$ cat config.mk
export PLATFORM = sky130hd
export DESIGN_NAME = full_subtractor_core
export DESIGN_NICKNAME = d
export VERILOG_FILES = /design/src/rtl/full_subtractor_core_pkg.sv /design/src/rtl/full_subtractor_core_fs_cell.sv /design/src/rtl/full_subtractor_core.sv
export SDC_FILE = /design/constraint.sdc
export NUM_CORES = 1
export LEC_CHECK = 0
export BUFFER_PORTS_ARGS = -buffer_cell sky130_fd_sc_hd__buf_4
export CORE_AREA = 10 10 47 49
export DETAILED_ROUTE_END_ITERATION = 8
export DIE_AREA = 0 0 57 59
export SLEW_MARGIN = 20
export SYNTH_ARGS = -nofsm -noshare
export SYNTH_HDL_FRONTEND = slang
export SYNTH_SLANG_ARGS = --single-unit
$ cat constraint.sdc
create_clock -name clk -period 1.05 [get_ports clk]
set_input_delay 0.0525 -clock clk [delete_from_list [all_inputs] [get_ports clk]]
set_output_delay 0.0525 -clock clk [all_outputs]
set_load 0.05 [all_outputs]
$ cat src/rtl/full_subtractor_core_pkg.sv
// Shared datapath constants for the subtract/compare primitive.
// Other ALU blocks pick up the default operand width from here.
package full_subtractor_core_pkg;

  localparam int unsigned WIDTH_DEFAULT = 1;

endpackage

$ cat src/rtl/full_subtractor_core_fs_cell.sv
// One-bit full subtractor cell: difference and borrow out.
// Purely combinational; chained by the top level into a ripple.
module fs_cell (
  input  logic a,
  input  logic b,
  input  logic Bor_in,
  output logic d,
  output logic Bor_out
);

  assign d       = a ^ b ^ Bor_in;
  assign Bor_out = (~a & b) | (~(a ^ b) & Bor_in);

endmodule

$ cat src/rtl/full_subtractor_core.sv
// Registered ripple-borrow subtractor: a - b - Bor_in.
// One cycle of latency, synchronous clear, valid flag.
module full_subtractor_core
  import full_subtractor_core_pkg::*;
#(
  parameter int unsigned WIDTH = WIDTH_DEFAULT
) (
  input  logic             clk,
  input  logic             reset,
  input  logic             in_valid,
  input  logic [WIDTH-1:0] a,
  input  logic [WIDTH-1:0] b,
  input  logic             Bor_in,
  output logic [WIDTH-1:0] d,
  output logic             Bor_out,
  output logic             out_valid
);

  logic [WIDTH:0]   br;
  logic [WIDTH-1:0] diff;

  assign br[0] = Bor_in;

  for (genvar i = 0; i < WIDTH; i++) begin : g_cell
    fs_cell u_cell (
      .a      (a[i]),
      .b      (b[i]),
      .Bor_in (br[i]),
      .d      (diff[i]),
      .Bor_out(br[i+1])
    );
  end

  // Result holds when idle; only out_valid tracks in_valid.
  always_ff @(posedge clk) begin
    if (reset) begin
      d         <= '0;
      Bor_out   <= 1'b0;
      out_valid <= 1'b0;
    end else begin
      out_valid <= in_valid;
      if (in_valid) begin
        d       <= diff;
        Bor_out <= br[WIDTH];
      end
    end
  end

endmodule

==> results of run 1 <==
==> metal layers <==
layer	GRT usage, %	part of all wire [%]	vias up
li1	-	-	60
met1	2.50	54	51
met2	1.24	25	9
met3	2.79	19	2
met4	4.03	1.4	0
met5	0	0	-
==> cells by family (layout without fill, tap and decap cells) <==
family / count (synthesis) / count (layout) / share of synthesized area (%)
buffers and inverters: 2 / 15 / 6.32
AO/OA/AOI/OAI: 1 / 1 / 6.32
multiplexers: 1 / 1 / 8.42
AND/OR/NAND/NOR: 3 / 3 / 11.6
adder cells (fa/ha/maj): 1 / 1 / 16.8
flip-flops: 3 / 3 / 50.5
==> synthesized netlist by cell type <==
cell,n,area (um2)
a211oi_1,1,7.51
inv_1,2,7.51
fa_1,1,20.0
mux2i_1,1,10.0
nor2b_1,1,6.26
dfxtp_1,3,60.1
nor2_1,2,7.51
==> cell type report <==
type | instances | area (um2)
repair buffers | 9 | 70.1
multi-input cells | 6 | 51.3
well taps | 16 | 20.0
clock buffers | 4 | 26.3
flip-flops and latches | 3 | 60.1
inverters | 2 | 7.51
fillers | 171 | 1170
==> path summary, 6_finish.rpt <==
path            start  endpoint  slack (ns)
min reg2reg   Bor_out   Bor_out        0.48
max reg2reg   Bor_out   Bor_out        0.42
max                 d         d        0.23
min          in_valid   Bor_out        0.03
==> power groups by stage <==
stage / logic [mW] / clock network (mW) / registers [mW]
after floorplan: 0.0153 / 0 / 0.158
after global placement: 0.0802 / 0 / 0.129
after detailed placement: 0.0806 / 0 / 0.129
after CTS: 0.0835 / 0.217 / 0.127
after global routing: 0.0885 / 0.223 / 0.128
final: 0.0824 / 0.204 / 0.127
==> flip-flops by register name (all words and copies together) (netlist names) <==
signal / cells
Bor_out: 1
d: 1
out_valid: 1
==> per-stage QoR <==
stage / instance area, um2 / power (mW) / setup slack, ns / util (%) / std cells
floorplan: 119 / 0.173 / 0.0981 / - / 11
global placement: 199 / 0.209 / 0.111 / 14.2 / 35
detailed placement: 199 / 0.209 / 0.103 / 14.2 / 35
CTS: 235 / 0.428 / 0.222 / 16.8 / 40
global route: 235 / 0.440 / 0.202 / 16.8 / 40
finish: 235 / 0.414 / 0.228 / 16.8 / 40
==> qor.yml, run 1 <==
diodes: 0
wirelength_um: 347
clk_pin_slew_ns: 0.04
clkLatencyLatePin_ns: 0.23
hold_viol: 0
grt_pass1_wl_um: 517
p_sw_uw: 114
first_iter_violations: 3
hold_class: "in2reg"
share_seq_of_total_power_pct: 30.7
htree_levels: 1
syn_nets: 18
worst-path-buf-inv: 1
power_frac_comb_pct: 19.9
p_int_uw: 300
crit_slowest_cell: "dfxtp_1"
arrival_ns: 0.77
ys_ff_latch: 3
worstSetupPathDepth: 1
ios: 9
grtUsageTotal_pct: 2.34
drc_errors: 0
gp_congestion: 0.721
num_vias: 122
outcome: "complete, no violations"
cts_tree: "yes"
cp-end-kind: "output port"
wl_per_cell_um: 8.68
die_h_um: 59
cts.sinks: 3
worstMarginPinSlew_ns: 0.164
post_cts_buffers: 0
syn-instance-count: 11
reg2reg_depth: 2
num-nets-final: 32
antenna_found_initial: 0
setup_viol: 0
clockBufferDepth: 2
start_kind: "flop"
holdWs_ns: 0.0287
via_per_inst: 3.05
grt_max_degree: 5
final_cell_mix: "8 x buf_4, 3 x dfxtp_1, 3 x clkbuf_4"
ys_seq_area_share_pct: 50.5
critPathKind: "reg2out"
finalCriticalPeriod_ns: 0.822
finalCritPeriodShare_pct: 78.2
cp.required_ns: 1.00
p_per_area_nw_per_um2: 1760
fin_setup_tns_ns: 0
dr.pass1.iters: 4
cts-resized-gates: 0
drive_above_1_share_pct: 45.8
drtAntennaViolNets: 0
holdPathStages: 2
grt_pass1_vias: 126
path_delay_family: "flip-flops"
synthDistinctLibCells: 7
io_buffers: 8
maxSlewViolCount: 0
grt_remaining_overflow: 0
synthesis.area_um2: 119
path_max_fanout: 2
syn_avg_cell_area_um2: 10.8
syn_to_final_growth_pct: 97.9
die_w_um: 57
cap_violations: 0
swShare_pct: 27.5
pwr-share-clk_pct: 49.4
leakage_nw: 0.114
final_common_cell: "buf_4"
path_cells: "buf_4"
relSlewSlack_pct: 89.0
dieArea_um2: 3360
clockRootBuffer: "clkbuf_4"
max_stage_delay_ns: 0.33
clock-skew-final_ns: 0
start_util_pct: 8.48
cts_buffers: 3
hold_buffers: 1
ir_worst_vdd_mv: 0.235
clock.fmax_mhz: 1220
yosysWarnings: 0
rows: 14
rsz0062_at_grt: "false"
coreArea_um2: 1400
Note: power is estimated with default switching activity, not from simulation.
==> run 2: changes to the inputs <==
- ABC_AREA: not set -> 1
- clock period: 1.05 -> 0.8 ns (I/O delays scaled with it)
==> run 2 against run 1 <==
Synthesized cell count is 45% higher. Final cell count increased by 13%. Design area grew 9.0%. Critical path depth is the same. Via count is 27% higher. Die area is the same. Count of clock-buffer cells in the layout stayed put. Core utilization up 1.5 points. Combinational power increased by 43%. Sequential cell count unchanged. Routed wire length up 10%. Largest power group unchanged. Highest routed layer unchanged.
==> qor.yml, run 2 <==
outcome: "complete, no violations"
synthDistinctLibCells: 8
ios: 9
num_vias: 155
netlist.area_leader.share_pct: 46.2
diodes: 0
synth.most_common_cell: "inv_1"
path_delay_family: "flip-flops"
finalInstanceArea_um2: 256
via_per_inst: 3.44
final_common_cell: "buf_4"
hpwl_um: 289
die_w_um: 57
relSlewSlack_pct: 89.6
setup_viol: 0
num-nets-final: 37
fin_util_pct: 18.3
first_iter_violations: 4
syn_nets: 23
start_kind: "flop"
fillers: 163
holdPathStages: 4
hp-start: "in_valid"
clk_pin_slew_ns: 0.04
cp.required_ns: 0.76
synth_top_cells_by_count: "5 x inv_1, 3 x dfxtp_1, 3 x nor2_1"
clockRootBuffer: "clkbuf_4"
wl_per_cell_um: 8.51
ir_worst_vdd_mv: 0.488
wirelength_um: 383
ys_seq_area_share_pct: 46.2
coreArea_um2: 1400
critPathKind: "reg2out"
arrival_ns: 0.74
place_area_um2: 213
path_max_fanout: 2
reg2reg_depth: 2
top_regs: "Bor_out (1), d (1), out_valid (1)"
start_util_pct: 9.29
dr.pass1.iters: 2
max_stage_delay_ns: 0.31
ff_latch_area_um2: 62.6
finalCriticalPeriod_ns: 0.776
gp_congestion: 0.602
hold_class: "in2reg"
holdWs_ns: 0.0674
rrSetupSlack_ns: 0.17
grt_pass1_wl_um: 552
p_per_area_nw_per_um2: 2160
die_h_um: 59
leakage_nw: 0.134
min_to: "Bor_out"
cts_tree: "yes"
worst-path-buf-inv: 1
cp-end-kind: "output port"
clkLatencyLatePin_ns: 0.23
ys.flop_type: "dfxtp_1"
io_buffers: 8
hold_viol: 0
crit_slowest_cell: "dfxtp_2"
cap_violations: 0
drc_errors: 0
final_cell_mix: "7 x buf_4, 4 x inv_1, 3 x nor2_1, 3 x clkbuf_4, 2 x dfxtp_2"
rsz0062_at_grt: "false"
multi_input_area_um2: 55.1
clockBufferDepth: 2
path_cells: "buf_4"
grt_remaining_overflow: 0
yosys-top-cells-area: "dfxtp_1 46%, fa_1 15%, inv_1 14%"
grtUsageTotal_pct: 2.51
cts_buffers: 3
drive_above_1_share_pct: 55.2
syn_to_final_growth_pct: 97.1
maxSlewViolCount: 0
cts.sinks: 3
finalCritPeriodShare_pct: 97.0
dieArea_um2: 3360
clock-skew-final_ns: 0
worstMarginPinSlew_ns: 0.154
syn_avg_cell_area_um2: 8.13
syn-instance-count: 16
synthesis.area_um2: 130
clock.fmax_mhz: 1290
drtAntennaViolNets: 0
p_total_uw: 555
r2r_start: "d"
htree_levels: 1
synth_edf_count: 0
reg2reg_to: "d"
ys_ff_latch: 3
rows: 14
antenna_found_initial: 0
grt_max_degree: 5
async_reset_ff_share_pct: 0
yosysWarnings: 0
synth_largest_area_cell: "dfxtp_1"
grt_pass1_vias: 139
## run 2: changes by cell type after synthesis, sizes merged
cell | previous run | this run
nand2 | 0 | 1
nor2b | 1 | 0
mux2i | 1 | 0
inv | 2 | 5
o21ai | 0 | 2
a211oi | 1 | 0
nor2 | 2 | 4
## run 2: logic make-up after synthesis
logic type	synth area share, %
and+or+nand+nor	16.3
AOI/OAI and AO/OA	7.68
DFF	46.2
adders and majority gates	15.4
buffers and inverters	14.4
## run 2: timing repair
item | CTS | global route
gates resized for setup | 0 | 3
endpoints found under the setup margin | 0 | 2
endpoints found under the hold margin | 1 | 0
buffers inserted | 0 | 0
hold buffers | 1 | 0
## run 2: worst max path at each step
stage / start / to / slack [ns] / cells past startpoint
after global placement: a / d / -0.12 / 4
after detailed placement: b / d / -0.12 / 5
final: d / d / 0.02 / 1
after global routing: reset / Bor_out / 0.0004 / 5
after CTS: Bor_out / Bor_out / 0.02 / 1
after floorplan: b / d / 0.01 / 4
## run 2: worst min-delay path, cell delays in order
cell     delay (ns)
buf_4          0.10
nand2_1        0.04
inv_1          0.04
nor2_1         0.03
## run 2: final cells by class
type	count	area share, %
Inverter	5	7.32
Multi-Input combinational cell	8	21.5
Timing Repair Buffer	9	28.8
Tap cell	16	7.80
Clock buffer	4	10.2
Sequential cell	3	24.4
## run 2: metrics by stage
stage                     setup slack (ns)  setup TNS [ns]  std cells
after floorplan                     0.0142               0         16
after global placement              -0.117          -0.157         40
after detailed placement            -0.117          -0.168         40
after CTS                           0.0162               0         45
after global routing              0.000397               0         45
final                               0.0241               0         45
## run 2: where the power goes
part           switching [mW]  total (mW)  internal [mW]
combinational          0.0680       0.118         0.0496
clock                  0.0807       0.268          0.187
sequential            0.00641       0.170          0.163
## run 2: layer usage
metal	GRT usage, %	vias to the layer above	part of all wire [%]
li1	-	72	-
met1	1.42	70	29
met2	2.79	9	46
met3	2.79	4	16
met4	5.03	0	8.9
met5	0	-	0
==> run 3: changes to the inputs <==
- PLACE_DENSITY_LB_ADDON: not set -> 0.12
- SYNTH_HIERARCHICAL: not set -> 1
==> run 3 against run 2 <==
Final cell count rose by 8.9%. Total power rose by 1.6%. Critical path depth did not move. First-iteration DRC count fell by 100%. Clock skew did not move. Worst hold slack got worse by 0.013 ns. Via count fell by 0.65%. Largest cell class unchanged. Synthesized cell count rose by 25%. Sequential power barely moved. Combinational power barely moved. Count of clock-buffer cells in the layout did not move. Highest routed layer unchanged.
==> qor.yml, run 3 <==
outcome: "complete, no violations"
final_common_cell: "inv_1"
rrSetupSlack_ns: 0.23
io_buffers: 8
swShare_pct: 28.8
async_reset_ff_share_pct: 0
drtAntennaViolNets: 0
final_cell_mix: "7 x inv_1, 6 x buf_4, 5 x nor2_1"
dieArea_um2: 3360
synthAdderAreaFrac_pct: 14.3
wl_met1_um: 153
dr.pass1.iters: 1
clockRootBuffer: "clkbuf_4"
critPathKind: "reg2out"
wl_per_cell_um: 8.04
relSlewSlack_pct: 90.2
finalInstanceArea_um2: 267
synth_top_cells_by_count: "7 x inv_1, 5 x nor2_1, 4 x nand2_1"
netlist.area_leader.share_pct: 42.9
ir_worst_vdd_mv: 0.460
clkLatencyLatePin_ns: 0.23
finalCritPeriodShare_pct: 95.0
grtUsageTotal_pct: 2.63
path_max_fanout: 1
share_seq_of_total_power_pct: 30.0
wl_met2_um: 186
cp-end-kind: "output port"
pwr-share-clk_pct: 48.9
multi_input_area_um2: 53.8
worst-path-buf-inv: 1
htree_levels: 1
synthesis.area_um2: 140
ys.flop_type: "dfxtp_1"
ys_ff_latch: 3
cts.sinks: 3
ys_seq_area_share_pct: 42.9
fillers: 170
synthSimpleGateAreaFrac_pct: 24.1
drc_errors: 0
synthDistinctLibCells: 5
yosys-top-cells-area: "dfxtp_1 43%, inv_1 19%, fa_1 14%"
start_kind: "flop"
clk_pin_slew_ns: 0.04
placed_cells: 44
start_util_pct: 10.0
syn-instance-count: 20
setup_viol: 0
p_int_uw: 401
cts_tree: "yes"
hold_viol: 0
yosysWarnings: 6
clock.fmax_mhz: 1320
cts_buffers: 3
first_iter_violations: 0
drive_above_1_share_pct: 39.4
p_per_area_nw_per_um2: 2120
die_h_um: 59
cp.required_ns: 0.76
maxSlewViolCount: 0
num-nets-final: 41
rows: 14
syn_nets: 27
rsz0062_at_grt: "false"
clock-skew-final_ns: 0
synth_xor_area_share_pct: 0
finalCriticalPeriod_ns: 0.760
worstMarginPinSlew_ns: 0.148
final_cells: 49
synth.most_common_cell: "inv_1"
wl_met3_um: 36
top_layer_used: "met4"
ios: 9
path_cells: "buf_4"
top_regs: "Bor_out (1), d (1), out_valid (1)"
clockBufferDepth: 2
holdWs_ns: 0.0544
muxShareOfSynthArea_pct: 0
num_vias: 154
p_sw_uw: 163
synth_edf_count: 0
crit_slowest_cell: "dfxtp_1"
grt_pass1_wl_um: 614
synth_largest_area_cell: "dfxtp_1"
max_stage_delay_ns: 0.30
cap_violations: 0
hold_class: "in2reg"
synth_compound_area_share_pct: 0
ff_latch_area_um2: 62.6
gp_congestion: 0.571
grt_max_degree: 6
via_per_inst: 3.14
synth_top_family_by_area: "simple AND/OR/NAND/NOR gates"
arrival_ns: 0.72
grt_pass1_vias: 147
wirelength_um: 394
power_frac_comb_pct: 21.2
coreArea_um2: 1400
syn_avg_cell_area_um2: 7.01
leakage_nw: 0.152
grt_remaining_overflow: 0
diodes: 0
place_area_um2: 223
path_delay_family: "flip-flops"
antenna_found_initial: 0
die_w_um: 57
syn_to_final_growth_pct: 90.2
[run 3: changes by cell type in the layout (fill, tap and decap cells not counted), sizes merged]
cell	before	now
nand2	1	4
inv	5	7
o21ai	2	0
nor2	4	5
[run 3: logic make-up (layout without fill, tap and decap cells)]
| family | after synthesis | count (layout) |
|---|---|---|
| AND/OR/NAND/NOR | 9 | 9 |
| buffers and inverters | 7 | 20 |
| flip-flops | 3 | 3 |
| adder cells (fa/ha/maj) | 1 | 1 |
[run 3: metrics by stage]
| step | setup WS [ns] | power, mW | setup TNS (ns) | utilization [%] |
|---|---|---|---|---|
| 2_1_floorplan | -0.00286 | 0.237 | -0.00286 | - |
| 3_3_place_gp | -0.150 | 0.283 | -0.241 | 15.9 |
| 3_5_place_dp | -0.151 | 0.283 | -0.244 | 15.9 |
| 4_1_cts | 0.00917 | 0.580 | 0 | 18.8 |
| 5_1_grt | 0.00314 | 0.612 | 0 | 19.0 |
| 6_report | 0.0399 | 0.564 | 0 | 19.0 |
[run 3: power groups by stage]
stage / sequential (mW) / clock [mW] / combinational [mW]
2_1_floorplan: 0.209 / 0 / 0.0287
3_5_place_dp: 0.170 / 0 / 0.113
4_1_cts: 0.169 / 0.292 / 0.120
3_3_place_gp: 0.170 / 0 / 0.113
6_report: 0.169 / 0.276 / 0.119
5_1_grt: 0.170 / 0.311 / 0.131
[run 3: worst paths after layout]
check	startpoint	to	depth (start not counted)
setup / recovery	out_valid	out_valid	1
hold / removal	in_valid	out_valid	3
setup reg to reg	Bor_out	Bor_out	2
hold reg to reg	d	d	2
[run 3: final cells by class]
| class | instances | share of cell area, % |
|---|---|---|
| inverter | 7 | 9.86 |
| tap | 16 | 7.51 |
| multi-input combinational | 10 | 20.2 |
| timing repair buffer | 9 | 29.1 |
| sequential | 3 | 23.5 |
| clock buffer | 4 | 9.86 |
[run 3: repair_timing]
item	CTS	global route
gates cloned	0	0
endpoints found under the setup margin	1	1
resized for setup	1	1
setup buffers	0	0
endpoints found under the hold margin	1	0
hold buffers	1	0
pin swaps	0	0
[run 3: per-layer routing]
layer | vias to the layer above | GRT usage, %
li1 | 80 | -
met1 | 65 | 1.90
met2 | 7 | 3.26
met3 | 2 | 2.58
met4 | 0 | 4.03
met5 | - | 0
